File: src/rtl/multicycle_controller.sv
// multicycle_controller
//   Multi-cycle control FSM for a MIPS-subset datapath that shares one memory
//   and one ALU across cycles. Sequences each instruction through fetch,
//   decode, execute, memory and write-back, and drives every datapath enable
//   and mux select from the current state.
//
// Ports
//   clk, rst        rising-edge clock, synchronous active-high reset
//   opcode, funct   instruction fields (opcode valid from DECODE onward)
//   zero            ALU zero flag, used to resolve BEQ/BNE in BRANCH
//   mem_ready       memory completes the current access this cycle
//   PCWrite .. PCSource  datapath enables and mux selects
//   state           current state encoding (debug)
//   instr_done      one-cycle pulse on the last cycle of each instruction
//   illegal         one-cycle pulse when an unsupported instruction is decoded
module multicycle_controller (
  input  logic       clk,
  input  logic       rst,
  input  logic [5:0] opcode,
  input  logic [5:0] funct,
  input  logic       zero,
  input  logic       mem_ready,
  output logic       PCWrite,
  output logic       IorD,
  output logic       MemRead,
  output logic       MemWrite,
  output logic       IRWrite,
  output logic       RegWrite,
  output logic       RegDst,
  output logic       MemtoReg,
  output logic       ALUSrcA,
  output logic [1:0] ALUSrcB,
  output logic [1:0] ALUOp,
  output logic [1:0] PCSource,
  output logic [3:0] state,
  output logic       instr_done,
  output logic       illegal
);

  localparam logic [3:0] S_FETCH  = 4'd0;
  localparam logic [3:0] S_DECODE = 4'd1;
  localparam logic [3:0] S_MEMADR = 4'd2;
  localparam logic [3:0] S_MEMRD  = 4'd3;
  localparam logic [3:0] S_MEMWB  = 4'd4;
  localparam logic [3:0] S_MEMWR  = 4'd5;
  localparam logic [3:0] S_RTEXEC = 4'd6;
  localparam logic [3:0] S_RTWB   = 4'd7;
  localparam logic [3:0] S_BRANCH = 4'd8;
  localparam logic [3:0] S_JUMP   = 4'd9;
  localparam logic [3:0] S_ITEXEC = 4'd10;
  localparam logic [3:0] S_ITWB   = 4'd11;
  localparam logic [3:0] S_JR     = 4'd12;

  localparam logic [5:0] OP_RTYPE = 6'h00;
  localparam logic [5:0] OP_J     = 6'h02;
  localparam logic [5:0] OP_BEQ   = 6'h04;
  localparam logic [5:0] OP_BNE   = 6'h05;
  localparam logic [5:0] OP_ADDI  = 6'h08;
  localparam logic [5:0] OP_SLTI  = 6'h0A;
  localparam logic [5:0] OP_ANDI  = 6'h0C;
  localparam logic [5:0] OP_ORI   = 6'h0D;
  localparam logic [5:0] OP_LUI   = 6'h0F;
  localparam logic [5:0] OP_LW    = 6'h23;
  localparam logic [5:0] OP_SB    = 6'h28;
  localparam logic [5:0] OP_SH    = 6'h29;
  localparam logic [5:0] OP_SW    = 6'h2B;
  localparam logic [5:0] FN_JR    = 6'h08;

  logic [3:0] state_q;
  logic [3:0] state_d;
  logic [5:0] op_q;

  assign state = state_q;

  // State register and opcode latch. The opcode is captured in DECODE so
  // later states are immune to IR/opcode changes after the fetch.
  always_ff @(posedge clk) begin
    if (rst) begin
      state_q <= S_FETCH;
      op_q    <= 6'h00;
    end else begin
      state_q <= state_d;
      if (state_q == S_DECODE) op_q <= opcode;
    end
  end

  // Next-state logic. DECODE dispatches on the live opcode; later states use
  // the latched copy. Unused codes 13-15 fall through to FETCH.
  always_comb begin
    state_d = S_FETCH;
    case (state_q)
      S_FETCH:  state_d = mem_ready ? S_DECODE : S_FETCH;
      S_DECODE: begin
        case (opcode)
          OP_RTYPE:                        state_d = (funct == FN_JR) ? S_JR : S_RTEXEC;
          OP_LW, OP_SW, OP_SH, OP_SB:      state_d = S_MEMADR;
          OP_BEQ, OP_BNE:                  state_d = S_BRANCH;
          OP_J:                            state_d = S_JUMP;
          OP_ADDI, OP_SLTI, OP_ANDI,
          OP_ORI, OP_LUI:                  state_d = S_ITEXEC;
          default:                         state_d = S_FETCH;
        endcase
      end
      S_MEMADR: state_d = (op_q == OP_LW) ? S_MEMRD : S_MEMWR;
      S_MEMRD:  state_d = mem_ready ? S_MEMWB : S_MEMRD;
      S_MEMWB:  state_d = S_FETCH;
      S_MEMWR:  state_d = mem_ready ? S_FETCH : S_MEMWR;
      S_RTEXEC: state_d = S_RTWB;
      S_RTWB:   state_d = S_FETCH;
      S_BRANCH: state_d = S_FETCH;
      S_JUMP:   state_d = S_FETCH;
      S_ITEXEC: state_d = S_ITWB;
      S_ITWB:   state_d = S_FETCH;
      S_JR:     state_d = S_FETCH;
      default:  state_d = S_FETCH;
    endcase
  end

  // Output decode. Everything defaults to 0; reset overrides all outputs so
  // no memory request or architectural write happens while rst is high.
  always_comb begin
    PCWrite    = 1'b0;
    IorD       = 1'b0;
    MemRead    = 1'b0;
    MemWrite   = 1'b0;
    IRWrite    = 1'b0;
    RegWrite   = 1'b0;
    RegDst     = 1'b0;
    MemtoReg   = 1'b0;
    ALUSrcA    = 1'b0;
    ALUSrcB    = 2'b00;
    ALUOp      = 2'b00;
    PCSource   = 2'b00;
    instr_done = 1'b0;
    illegal    = 1'b0;
    case (state_q)
      S_FETCH: begin
        MemRead = 1'b1;
        ALUSrcB = 2'b01;
        // PC and IR update only on the completing cycle of the fetch.
        IRWrite = mem_ready;
        PCWrite = mem_ready;
      end
      S_DECODE: begin
        ALUSrcB = 2'b11;
        case (opcode)
          OP_RTYPE, OP_LW, OP_SW, OP_SH, OP_SB, OP_BEQ, OP_BNE, OP_J,
          OP_ADDI, OP_SLTI, OP_ANDI, OP_ORI, OP_LUI: illegal = 1'b0;
          default: illegal = 1'b1;
        endcase
        instr_done = illegal;
      end
      S_MEMADR: begin
        ALUSrcA = 1'b1;
        ALUSrcB = 2'b10;
      end
      S_MEMRD: begin
        IorD    = 1'b1;
        MemRead = 1'b1;
      end
      S_MEMWB: begin
        RegWrite   = 1'b1;
        MemtoReg   = 1'b1;
        instr_done = 1'b1;
      end
      S_MEMWR: begin
        IorD       = 1'b1;
        MemWrite   = 1'b1;
        instr_done = mem_ready;
      end
      S_RTEXEC: begin
        ALUSrcA = 1'b1;
        ALUOp   = 2'b10;
      end
      S_RTWB: begin
        RegWrite   = 1'b1;
        RegDst     = 1'b1;
        instr_done = 1'b1;
      end
      S_BRANCH: begin
        ALUSrcA    = 1'b1;
        ALUOp      = 2'b01;
        PCSource   = 2'b01;
        PCWrite    = (op_q == OP_BNE) ? ~zero : zero;
        instr_done = 1'b1;
      end
      S_JUMP: begin
        PCSource   = 2'b10;
        PCWrite    = 1'b1;
        instr_done = 1'b1;
      end
      S_ITEXEC: begin
        ALUSrcA = 1'b1;
        ALUSrcB = 2'b10;
        ALUOp   = 2'b11;
      end
      S_ITWB: begin
        RegWrite   = 1'b1;
        instr_done = 1'b1;
      end
      S_JR: begin
        PCSource   = 2'b11;
        PCWrite    = 1'b1;
        instr_done = 1'b1;
      end
      default: ;
    endcase
    if (rst) begin
      PCWrite    = 1'b0;
      IorD       = 1'b0;
      MemRead    = 1'b0;
      MemWrite   = 1'b0;
      IRWrite    = 1'b0;
      RegWrite   = 1'b0;
      RegDst     = 1'b0;
      MemtoReg   = 1'b0;
      ALUSrcA    = 1'b0;
      ALUSrcB    = 2'b00;
      ALUOp      = 2'b00;
      PCSource   = 2'b00;
      instr_done = 1'b0;
      illegal    = 1'b0;
    end
  end

endmodule

File: config.mk
export PLATFORM = sky130hd
export DESIGN_NAME = multicycle_controller
export DESIGN_NICKNAME = d
export VERILOG_FILES = /design/src/rtl/multicycle_controller.sv
export SDC_FILE = /design/constraint.sdc
export NUM_CORES = 1
export LEC_CHECK = 0
export ABC_AREA = 1
export CAP_MARGIN = 20
export CORE_MARGIN = 2
export CORE_UTILIZATION = 44
export CTS_BUF_LIST = sky130_fd_sc_hd__clkbuf_4
export DETAILED_ROUTE_END_ITERATION = 12
export PLACE_DENSITY = 0.86
export SLEW_MARGIN = 20
export SYNTH_ARGS = -nofsm -noshare
export SYNTH_HDL_FRONTEND = slang
export SYNTH_SLANG_ARGS = --single-unit
File: constraint.sdc
create_clock -name clk -period 1.5 [get_ports clk]
set_clock_uncertainty 0.2 [all_clocks]
set_input_delay 0.225 -clock clk [delete_from_list [all_inputs] [get_ports clk]]
set_output_delay 0.225 -clock clk [all_outputs]
set_load 0.005 [all_outputs]
==> results of run 1 <==
[metrics by stage]
step / TNS (ps) / hold WS (ps) / area [um2] / setup WS (ps) / cells
4_1_cts: -3980 / 268 / 1840 / -370 / 288
3_5_place_dp: -10110 / 271 / 1610 / -799 / 270
3_3_place_gp: -9210 / 262 / 1610 / -696 / 270
2_1_floorplan: 0 / 173 / 906 / 52.5 / 166
[cell usage after synthesis]
| cell type | instances |
|---|---|
| clkbuf_2 | 1 |
| a211oi_2 | 1 |
| clkinv_1 | 1 |
| nand2_1 | 32 |
| buf_1 | 1 |
| buf_6 | 1 |
| o21ai_0 | 5 |
| a211oi_1 | 1 |
| nand2_4 | 1 |
| nor2_4 | 1 |
| nor2_1 | 37 |
| dfxtp_1 | 10 |
| nand4_1 | 1 |
| o21ai_1 | 3 |
| nor3_1 | 4 |
| o21ai_2 | 1 |
| nand2_2 | 6 |
| nand3_1 | 16 |
| or2_2 | 1 |
| a21oi_1 | 15 |
| a31oi_1 | 1 |
| inv_1 | 19 |
| inv_2 | 6 |
| nor2_2 | 1 |
[repair_timing]
item                                    in CTS
pin swaps                                   20
endpoints found under the setup margin      25
resized for setup                          136
buffers inserted                            15
[kinds of logic after synthesis]
logic type	share of synthesized area (%)
flip-flops	22.1
AO/OA/AOI/OAI	16.6
AND/OR/NAND/NOR	48.3
buffers and inverters	13.0
==> reports/qor.yml, run 1 <==
run_status:
  status: "did not finish"
  lastStage: "global routing"
  error_line: "[ERROR DPL-0038] Utilization greater than 100%, impossible to legalize"
logic_synthesis:
  syn_avg_cell_area_um2: 5.46
  yosysTopAreaCell: "dfxtp_1"
  yosysSeqAreaShare_pct: 22.1
  yosysUniqueCellTypes: 24
  syn_inst: 166
  synth_area_um2: 906
  synth-seq-cells: 10
  synth_top_area_share_pct: 22.1
  synthTopCellsByArea: "dfxtp_1 (22%), nor2_1 (15%), nand2_1 (13%), nand3_1 (8.8%), a21oi_1 (8.3%)"
  syn_nets: 182
  yosysWarnings: 0
clock_tree:
  cts_max_level: 1
  cts.sinks: 10
  clockBufferDepth: 2
  cts_hold_buf: 0
  root_buffer: "clkbuf_4"
  cts_buffers: 3
timing:
  crit_endpoint: "instr_done"
  worstEndpointType: "primary output"
die:
  initial_core_util_pct: 46.6
  rows: 16
  die_h_um: 49.4
  chipWidth_um: 49.4
  io_pins: 37
place:
  hpwl_mm: 2.68
  numPortBuffers: 36
  place_congestion: 0.856
global_route:
  grt_max_degree: 12
==> run 2, diff against run 1 <==
--- a/config.mk
+++ b/config.mk
@@ -7,11 +7,10 @@
 export LEC_CHECK = 0
 export ABC_AREA = 1
 export CAP_MARGIN = 20
-export CORE_MARGIN = 2
-export CORE_UTILIZATION = 44
-export CTS_BUF_LIST = sky130_fd_sc_hd__clkbuf_4
+export CORE_AREA = 2 2 63 65
 export DETAILED_ROUTE_END_ITERATION = 12
-export PLACE_DENSITY = 0.86
+export DIE_AREA = 0 0 65 67
+export PLACE_DENSITY_LB_ADDON = 0.15
 export SLEW_MARGIN = 20
 export SYNTH_ARGS = -nofsm -noshare
 export SYNTH_HDL_FRONTEND = slang
==> run 2 against run 1 <==
- the flow now finishes, with violations (setup timing)
- synthesized cell count unchanged
- synthesized area stayed put
==> reports/qor.yml, run 2 <==
timing:
  hold_violations: 0
  setup_ws_ps: -317
  setup_violations: 19
  finalMaxSlewViolations: 0
  whs_ps: 218
  min_period_ps: 1820
  slew_headroom_pct: 86.8
  worst_pin_slew_ps: 198
  max_freq_mhz: 550
  rsz0062_at_grt: "yes"
  period_share_pct: 121
final_layout:
  seqCellArea_um2: 213
  multi_input_area_um2: 761
  stdcell_count: 315
  final_core_util_pct: 55.3
  layout_common_cells: "buf_4 (49), nor2_1 (26), nand2_1 (25)"
  layout_commonest_cell: "buf_4"
  num-nets-final: 284
  diodes: 0
  fillers: 357
  largest_register_ffs: 6
  top_register: "op_q"
  drive_gt1_share_pct: 54.3
  area_growth_pct: 120
critical_path:
  path_common_cell: "nand2_1"
  critical_path_class: "register to output port"
  crit_chain: "inv_4, nand2_8, inv_2, nand2_2, o21ai_1, nor2_1, nand2_1, nand2_1, nand2_1, buf_2"
  arrival_ps: 1390
  cp_max_fo: 5
  ff2ff_path_depth: 10
  cp-end-kind: "output port"
  slowest_delay_ps: 400
  cp-start-kind: "register"
  required_ps: 1070
  critPathSlowestCell: "dfxtp_4"
  rrSetupSlack_ps: -30
logic_synthesis:
  synthTopCellsByArea: "dfxtp_1 (22%), nor2_1 (15%), nand2_1 (13%), nand3_1 (8.8%), a21oi_1 (8.3%)"
  syn_nets: 182
  yosysWarnings: 0
  synth-seq-cells: 10
  syn_avg_cell_area_um2: 5.46
  synth-edff-count: 0
  yosysUniqueCellTypes: 24
  yosysSeqAreaShare_pct: 22.1
  syn_inst: 166
  synth_area_um2: 906
  synth_most_common_cell: "nor2_1"
  synthArstFlopShare_pct: 0
  synth_top_area_share_pct: 22.1
  ys.flop_type: "dfxtp_1"
  synth_common_cells: "nor2_1 (37), nand2_1 (32), inv_1 (19)"
  yosysTopAreaCell: "dfxtp_1"
clock_tree:
  root_buffer: "clkbuf_8"
  clock_latency_ps: 240
  cts_max_level: 1
  cts.sinks: 10
  clk_pin_slew_ps: 50
  clockBufferDepth: 2
  cts_buffers: 3
  cts_tree: "built"
hold_path:
  hp-class: "input port to register"
  holdPathStages: 4
route:
  drc: 0
  wire_per_inst_um: 11.7
  viasPerCell: 4.50
  finalWirelength_mm: 3.67
  vias: 1416
  drtIter0Drc: 36
  drtPass1Iterations: 6
  drtAntennaViolNets: 0
place:
  placedCellCount: 295
  numPortBuffers: 36
  place_congestion: 0.851
  hpwl_mm: 2.63
run_status:
  violations: "setup timing"
  status: "finished with violations"
die:
  initial_core_util_pct: 25.1
  die_h_um: 67
  core_mm2: 0.00361
  rows: 22
  die-area_mm2: 0.00436
  chipWidth_um: 65
  io_pins: 37
power:
  leakage_nw: 1.05
  power.density_mw_per_mm2: 483
  ir_worst_vdd_mv: 0.522
global_route:
  antenna_found_initial: 0
  grt_overflow: 0
  grt_pass1_vias: 1387
  grt_max_degree: 12
  track_usage_pct: 17.2
  grt_first_pass_wirelength_mm: 5.91
flow_run:
  max_cap_violations: 0
-- run 2: final timing paths --
| check | start | endpoint |
|---|---|---|
| worst max-delay path | state[2] | instr_done |
| worst min-delay path | opcode[2] | op_q[2] |
| worst max register to register | state[0] | state[1] |
| worst min register to register | op_q[5] | op_q[5] |
-- run 2: timing repair --
action	CTS	global route
hold buffers	0	0
hold endpoints to repair	0	0
pin swaps	19	14
buffers inserted	14	3
gates resized for setup	135	31
endpoints found under the setup margin	24	27
-- run 2: where the power goes --
group,switching [mW],internal [mW]
registers,0.0121,0.280
clock network,0.116,0.231
logic,0.156,0.169
total,0.284,0.680
-- run 2: layout make-up --
cell class / count / share of cell area [%]
inverter: 26 / 5.40
multi-input combinational: 127 / 38.1
tap: 48 / 3.01
clock buffer: 4 / 2.76
timing repair buffer: 100 / 40.0
sequential: 10 / 10.7
-- run 2: metal layers --
layer | global-route usage (%) | part of all wire [%]
met1 | 17.4 | 38
met2 | 34.7 | 55
met3 | 3.04 | 3.5
met4 | 6.38 | 2.9
met5 | 0 | 0
-- run 2: cells by family (layout without fill, tap and decap cells) --
logic type / after synthesis / count (layout) / share of synthesized area, %
buf+inv: 29 / 130 / 13.0
flops: 10 / 10 / 22.1
compound gates: 27 / 27 / 16.6
simple gates: 100 / 100 / 48.3
-- run 2: worst max-delay path, delay by kind of cell, from the launching register on --
family	cells	cell delay (ps)
flip-flops	1	400
AO/OA/AOI/OAI	1	70
buffers and inverters	3	230
AND/OR/NAND/NOR	6	460
-- run 2: stage by stage --
| stage | area [um2] | setup WS (ps) | total power [mW] | TNS, ps |
|---|---|---|---|---|
| 2_1_floorplan | 906 | 52.5 | 0.408 | 0 |
| 3_3_place_gp | 1670 | -710 | 0.576 | -9500 |
| 3_5_place_dp | 1670 | -764 | 0.581 | -9750 |
| 4_1_cts | 1910 | -341 | 0.953 | -2750 |
| 5_1_grt | 1990 | -419 | 1.02 | -4880 |
| 6_report | 1990 | -317 | 0.964 | -3190 |
Note: power is estimated with default switching activity, not from simulation.
